File: config.mk
export PLATFORM = sky130hd
export DESIGN_NAME = msg_frame_packer
export DESIGN_NICKNAME = d
export VERILOG_FILES = /design/src/rtl/msg_frame_pkg.sv /design/src/rtl/msg_crc16_byte.sv /design/src/rtl/msg_frame_packer.sv
export SDC_FILE = /design/constraint.sdc
export NUM_CORES = 1
export LEC_CHECK = 0
export CORE_AREA = 2 2 223 225
export CTS_BUF_LIST = sky130_fd_sc_hd__clkbuf_4
export CTS_CLUSTER_DIAMETER = 200
export CTS_CLUSTER_SIZE = 28
export DETAILED_ROUTE_END_ITERATION = 10
export DIE_AREA = 0 0 225 227
export PLACE_DENSITY = 0.46
export SLEW_MARGIN = 20
export SYNTH_ARGS = -nofsm -noshare
export SYNTH_HDL_FRONTEND = slang
export SYNTH_SLANG_ARGS = --single-unit
File: constraint.sdc
create_clock -name sys_clk_i -period 6.25 [get_ports sys_clk_i]
set_input_delay 1.875 -clock sys_clk_i [delete_from_list [all_inputs] [get_ports sys_clk_i]]
set_output_delay 1.875 -clock sys_clk_i [all_outputs]
set_load 0.01 [all_outputs]
File: src/rtl/msg_frame_pkg.sv
// Shared FSM type, framing constants and sizing helper for the message frame packer.
package msg_frame_pkg;

  typedef enum logic [2:0] {
    ST_IDLE,
    ST_HDR,
    ST_CH_HDR,
    ST_PAYLOAD,
    ST_TRAILER
  } state_t;

  localparam logic [7:0]  CH_MARK    = 8'hA5;
  localparam logic [15:0] CRC16_POLY = 16'h1021;
  localparam logic [15:0] CRC16_INIT = 16'hFFFF;

  function automatic int words_per_ch(input int bytes);
    return 1 + (bytes + 3) / 4;
  endfunction

endpackage

File: src/rtl/msg_crc16_byte.sv
// One-byte step of CRC-16/CCITT (MSB first, no reflection, no final XOR).
module msg_crc16_byte
  import msg_frame_pkg::*;
(
  input  logic [15:0] crc_in,
  input  logic [7:0]  data,
  output logic [15:0] crc_out
);

  logic [15:0] c;

  always_comb begin
    c = crc_in ^ {data, 8'h00};
    for (int k = 0; k < 8; k++) begin
      c = c[15] ? ((c << 1) ^ CRC16_POLY) : (c << 1);
    end
    crc_out = c;
  end

endmodule

File: src/rtl/msg_frame_packer.sv
// Drains a fixed byte block per channel on each timing pulse and emits one framed word stream.
// Optional MSG_CRC16_EN swaps the byte-sum trailer for a CRC-16/CCITT trailer.
module msg_frame_packer #(
  parameter int          CH_NUM       = 20,
  parameter int          BYTES_PER_CH = 100,
  parameter int          CNT_W        = 16,
  parameter logic [15:0] SYNC_WORD    = 16'hEB90
) (
  input  logic                    sys_clk_i,
  input  logic                    rst_i,
  input  logic                    timing_start_pulse_i,
  output logic [CH_NUM-1:0]       rd_en_o,
  input  logic [CH_NUM*8-1:0]     din_i,
  input  logic [CH_NUM*CNT_W-1:0] data_count_i,
  input  logic [CH_NUM-1:0]       empty_i,
  output logic                    us_wr_clk_o,
  output logic                    us_wr_en_o,
  output logic [31:0]             us_wr_dout_o,
  output logic                    us_wr_last_o,
  input  logic                    us_prog_full_i,
  output logic                    busy_o,
  output logic [15:0]             frame_cnt_o,
  output logic                    overrun_o
);
  import msg_frame_pkg::*;

  localparam logic [16:0] BYTES_W   = 17'(BYTES_PER_CH);
  localparam logic [15:0] BYTES_HDR = 16'(BYTES_PER_CH);
  localparam logic [7:0]  LAST_CH   = 8'(CH_NUM - 1);

  state_t      state_q, state_d;
  logic [7:0]  ch_q;
  logic [16:0] req_q, rcv_q;
  logic        rd_pend_q, pf_q, overrun_q;
  logic [31:0] pack_q, byte_word, chk_word;
  logic [15:0] frame_cnt_q;
  logic [7:0]  din_sel;
  logic        empty_sel, cnt_ok, last_rcv, start_frame, adv_ch, rd_any, ctl_ok;

  always_comb begin
    din_sel   = '0;
    empty_sel = 1'b1;
    cnt_ok    = 1'b0;
    for (int i = 0; i < CH_NUM; i++) begin
      if (ch_q == 8'(i)) begin
        din_sel   = din_i[i*8 +: 8];
        empty_sel = empty_i[i];
        cnt_ok    = 32'(data_count_i[i*CNT_W +: CNT_W]) >= 32'(BYTES_PER_CH);
      end
    end
  end

  // Control words also wait out the cycle after prog_full drops, so no write follows a full cycle.
  assign ctl_ok      = !us_prog_full_i && !pf_q;
  assign start_frame = (state_q == ST_IDLE) && timing_start_pulse_i;
  assign last_rcv    = rd_pend_q && (rcv_q == BYTES_W - 17'd1);
  assign byte_word   = pack_q | (32'(din_sel) << {~rcv_q[1:0], 3'b000});

  always_comb begin
    state_d      = state_q;
    us_wr_en_o   = 1'b0;
    us_wr_dout_o = '0;
    us_wr_last_o = 1'b0;
    rd_any       = 1'b0;
    adv_ch       = 1'b0;
    case (state_q)
      ST_IDLE: begin
        if (timing_start_pulse_i) state_d = ST_HDR;
      end
      ST_HDR: begin
        if (ctl_ok) begin
          us_wr_en_o   = 1'b1;
          us_wr_dout_o = {SYNC_WORD, frame_cnt_q};
          state_d      = ST_CH_HDR;
        end
      end
      ST_CH_HDR: begin
        if (ctl_ok) begin
          us_wr_en_o = 1'b1;
          if (cnt_ok) begin
            us_wr_dout_o = {CH_MARK, ch_q, BYTES_HDR};
            state_d      = ST_PAYLOAD;
          end else begin
            us_wr_dout_o = {CH_MARK, ch_q, 16'h0000};
            adv_ch       = 1'b1;
            state_d      = (ch_q == LAST_CH) ? ST_TRAILER : ST_CH_HDR;
          end
        end
      end
      ST_PAYLOAD: begin
        rd_any = !empty_sel && !us_prog_full_i && (req_q != BYTES_W);
        if (rd_pend_q && ((rcv_q[1:0] == 2'b11) || last_rcv)) begin
          us_wr_en_o   = 1'b1;
          us_wr_dout_o = byte_word;
        end
        if (last_rcv) begin
          adv_ch  = 1'b1;
          state_d = (ch_q == LAST_CH) ? ST_TRAILER : ST_CH_HDR;
        end
      end
      ST_TRAILER: begin
        if (ctl_ok) begin
          us_wr_en_o   = 1'b1;
          us_wr_last_o = 1'b1;
          us_wr_dout_o = chk_word;
          state_d      = ST_IDLE;
        end
      end
      default: state_d = ST_IDLE;
    endcase
  end

  always_comb begin
    for (int i = 0; i < CH_NUM; i++) begin
      rd_en_o[i] = rd_any && (ch_q == 8'(i));
    end
  end

  always_ff @(posedge sys_clk_i or posedge rst_i) begin
    if (rst_i) begin
      state_q     <= ST_IDLE;
      ch_q        <= '0;
      req_q       <= '0;
      rcv_q       <= '0;
      rd_pend_q   <= 1'b0;
      pf_q        <= 1'b0;
      overrun_q   <= 1'b0;
      pack_q      <= '0;
      frame_cnt_q <= '0;
    end else begin
      state_q   <= state_d;
      pf_q      <= us_prog_full_i;
      overrun_q <= timing_start_pulse_i && (state_q != ST_IDLE);
      rd_pend_q <= rd_any;
      if (rd_any) req_q <= req_q + 17'd1;
      if (rd_pend_q) begin
        rcv_q  <= rcv_q + 17'd1;
        pack_q <= us_wr_en_o ? '0 : byte_word;
      end
      if (adv_ch || start_frame) begin
        ch_q   <= start_frame ? 8'd0 : ch_q + 8'd1;
        req_q  <= '0;
        rcv_q  <= '0;
        pack_q <= '0;
      end
      if ((state_q == ST_TRAILER) && us_wr_en_o) frame_cnt_q <= frame_cnt_q + 16'd1;
    end
  end

`ifdef MSG_CRC16_EN
  logic [15:0] crc_q, crc_next;

  msg_crc16_byte u_crc (
    .crc_in (crc_q),
    .data   (din_sel),
    .crc_out(crc_next)
  );

  always_ff @(posedge sys_clk_i or posedge rst_i) begin
    if (rst_i)            crc_q <= CRC16_INIT;
    else if (start_frame) crc_q <= CRC16_INIT;
    else if (rd_pend_q)   crc_q <= crc_next;
  end

  assign chk_word = {16'h0000, crc_q};
`else
  logic [31:0] sum_q;

  always_ff @(posedge sys_clk_i or posedge rst_i) begin
    if (rst_i)            sum_q <= '0;
    else if (start_frame) sum_q <= '0;
    else if (rd_pend_q)   sum_q <= sum_q + 32'(din_sel);
  end

  assign chk_word = sum_q;
`endif

  assign us_wr_clk_o = sys_clk_i;
  assign busy_o      = (state_q != ST_IDLE);
  assign frame_cnt_o = frame_cnt_q;
  assign overrun_o   = overrun_q;

endmodule
==> metrics.md <==
| Metric | Value |
|---|---|
| Outcome | `completed` |
| Worst path required time | `4.38 ns` |
| R2R depth | `23` |
| Net Switching | `2.462 mW` |
| Internal power | `2.668 mW` |
| Number of routed nets with antenna violations | `0` |
| FF+latch count, synth | `128` |
| Switching share of power | `48.00%` |
| Placement Rows | `81` |
| Top Family by Delay on Critical Path | `compound AO/OA/AOI/OAI gates` |
| Reg-to-Reg Start | `ch_q[3]` |
| Achievable frequency | `161.1 MHz` |
| CP arrival | `4.33 ns` |
| Core area | `48550 sq um` |
| Most frequent cells in the layout | `482 x clkdlybuf4s50_1, 148 x nor2_1, 128 x buf_4, 127 x dfrtp_1, 88 x nand2_1` |
| Yosys cell types | `78` |
| Comb pwr share | `67.6%` |
| YS warnings | `0` |
| Worst slew pin tran | `0.9881 ns` |
| Most used routing layer | `met2` |
| Post-Synth Adder-Cell Area | `2.441%` |
| Hold depth | `1` |
| Worst skew pair latency | `0.68 ns` |
| Maximum vdd drop | `0.0001370 V` |
| Initial DRC Count | `950` |
| PortBufs | `536` |
| Fin. max-slew vios | `0` |
| Compound-gate portion of the synthesized area | `26.56%` |
| DRC | `0` |
| Post-DR vias/cell | `5.143` |
| Crit path time final | `6.209 ns` |
| Met1 Use GR | `25.72%` |
| Clock transition at the registers of the reported paths | `0.15 ns` |
| Initial core utilization | `20.70%` |
| Register area share after synthesis | `31.88%` |
| Critical Path, Cell by Cell | `clkdlybuf4s50_1, a21oi_1, o2bb2ai_1, o21ai_1, a22oi_2, buf_4, o221ai_1, a31oi_1, o21ai_2, buf_12, o21ai_1, buf_2` |
| Post-CTS Hold Buffers | `0` |
| Syn Nets | `1760` |
| Syn Inst Count | `1237` |
| Hold Path Class | `reg -> reg` |
| Commonest non-fill, non-tap cell in the layout | `clkdlybuf4s50_1` |
| CP Launch Type | `primary input` |
| Via count | `12.87k` |
| Reg area | `3204 sq um` |
| Max-cap viol count | `0` |
| Cell count after placement | `2453` |
| Total Power | `5.130 mW` |
| CP Max Fanout | `8` |
| Main combinational cell family by area after synthesis | `simple AND/OR/NAND/NOR gates` |
| CP bufs+invs | `4` |
| Crit path depth | `12` |
| Avg WL per Cell | `24.45 microns` |
| Share of power burned in registers | `20.1%` |
| CP max stage delay | `0.46 ns` |
| WHS | `0.5101 ns` |
| Pre-CTS WS | `-0.9546 ns` |
| Finish-stage setup viols | `0` |
| Drt pass-1 iters | `6` |
| Fraction of the mapped netlist area in simple logic gates | `26.99%` |
| Global-route wire length before repair | `85860 microns` |
| Slew HR | `34.13%` |
| Die width | `225 microns` |
| # IOs | `577` |
| Final cell count without fillers | `2502` |
| Die H | `227 microns` |
| Final #Nets | `2381` |
| Slowest cell on the critical path | `clkdlybuf4s50_1` |
| PwrDens | `289.1 nW/um^2` |
| Mapped Area | `10050 sq um` |
| Met2 Usage GRT | `42.63%` |
| Setup CP Type | `in -> out` |
| Min-Delay Endpoint | `pack_q[1]` |
| Final wirelength | `61180 microns` |
| Vias in the first global route | `13.02k` |
| Xor and xnor area share after synthesis | `6.276%` |
| Met3 GRT Util | `3.511%` |
| RR Endpoint | `chk_word[27]` |
| Total track usage | `22.93%` |
| CP endpoint kind | `output port` |
| Setup tns final | `0 ns` |
| Final setup margin | `0.04089 ns` |
| Placed cell area | `16970 sq um` |
| Main synth FF type | `dfrtp_1` |
| FFs w/ async S/R, synth | `100.0%` |
| Design area | `17740 sq um` |
| Initial antenna violation count | `9` |
| Reg-to-reg slack, setup | `1.02 ns` |
| Post-Route Utilization | `36.55%` |
| Leak | `7.050 nW` |
| Mux contribution to synthesized area | `1.009%` |
| Layout filler cell count | `5017` |
| Die Area | `51080 sq um` |
| Most frequent CP cell | `o21ai_1` |
| Area of the multi-input gates | `6844 sq um` |
| Mean Syn Cell Area | `8.122 sq um` |
| Share of cells above drive strength 1 | `16.52%` |
| Largest net degree at the start of global routing | `72` |
| Post-synth EDFFs | `0` |
| Routability Congestion | `0.9045` |
| Area delta synth->final | `76.60%` |
| Total grt overflow | `0` |
| Final Hold Fails | `0` |
| HP Start | `pack_q[1]` |
| CTS tree | `built` |
| Post-detail-place hpwl | `49490 microns` |
| Final Skew | `0.02781 ns` |
| Clk network pwr share | `12.3%` |
| Final period util | `99.35%` |
## per-layer routing
layer	wire [microns]	vias to the layer above
met5	0	-
met4	2364	0
met3	3973	86
met2	32030	600
met1	22810	6218
li1	-	5963
## worst max-delay path by stage
| stage | start | endpoint |
|---|---|---|
| after floorplan | data_count_i[244] | us_wr_dout_o[2] |
| after global placement | din_i[5] | us_wr_dout_o[21] |
| after detailed placement | din_i[13] | us_wr_dout_o[21] |
| after CTS | din_i[12] | us_wr_dout_o[28] |
| after global routing | data_count_i[9] | us_wr_dout_o[2] |
| final | din_i[11] | us_wr_dout_o[3] |
## power groups by stage
stage | Clock [mW] | Combinational (mW) | Sequential [mW]
finish | 0.630 | 3.47 | 1.03
CTS | 0.651 | 3.35 | 1.03
global placement | 0.0163 | 3.17 | 1.04
detailed placement | 0.0163 | 3.18 | 1.04
global route | 0.680 | 3.70 | 1.05
floorplan | 0.0132 | 1.48 | 0.969
## cells in the mapped netlist, types with 13 or more instances
cell | instances | area share [%]
nand3_1 | 76 | 3.8
a21o_1 | 16 | 1.2
buf_2 | 14 | 0.70
a22oi_1 | 16 | 1.2
nand2_1 | 91 | 3.4
xnor2_1 | 57 | 5.0
clkbuf_1 | 51 | 1.9
and3_1 | 19 | 1.2
o311ai_0 | 16 | 1.4
a21oi_1 | 66 | 3.3
o221ai_1 | 15 | 1.3
nor2_1 | 151 | 5.6
o211ai_1 | 14 | 1.0
a222oi_1 | 22 | 2.2
xor2_1 | 15 | 1.3
a22o_1 | 13 | 1.1
inv_1 | 36 | 1.3
nand4_1 | 30 | 1.9
dfrtp_1 | 128 | 32
ha_1 | 18 | 2.2
o2bb2ai_1 | 21 | 1.8
nor4_1 | 38 | 2.4
nor3_1 | 42 | 2.1
o21ai_0 | 67 | 3.3
## area by class of cell
class,count,area share [%]
antenna,9,0.1269
clock buffer,21,0.9026
clock inverter,15,0.7968
inverter,36,0.7757
multi-input combinational,997,38.57
sequential,128,18.06
tap,622,4.386
timing repair buffer,674,36.38
## logic make-up (layout without fill, tap and decap cells)
logic type,Yosys count,count (layout)
fa+ha+maj,19,19
simple gates,530,530
xor+xnor,72,72
buf+inv,112,746
flops,128,128
compound gates,366,366
other cells,0,9
mux,10,10
## flip-flops by register name, summed over array words and instances (netlist names)
signal       count
chk_word        32
pack_q          32
rcv_q           17
req_q           17
frame_cnt_o     16
ch_q             8
state_q          3
overrun_o        1
pf_q             1
rd_pend_q        1
## repair_timing
item / CTS / global route
setup endpoints to repair: 50 / 31
pin swaps: 38 / 44
buffers inserted: 5 / 2
resized for setup: 152 / 82
Note: power is estimated with default switching activity, not from simulation.
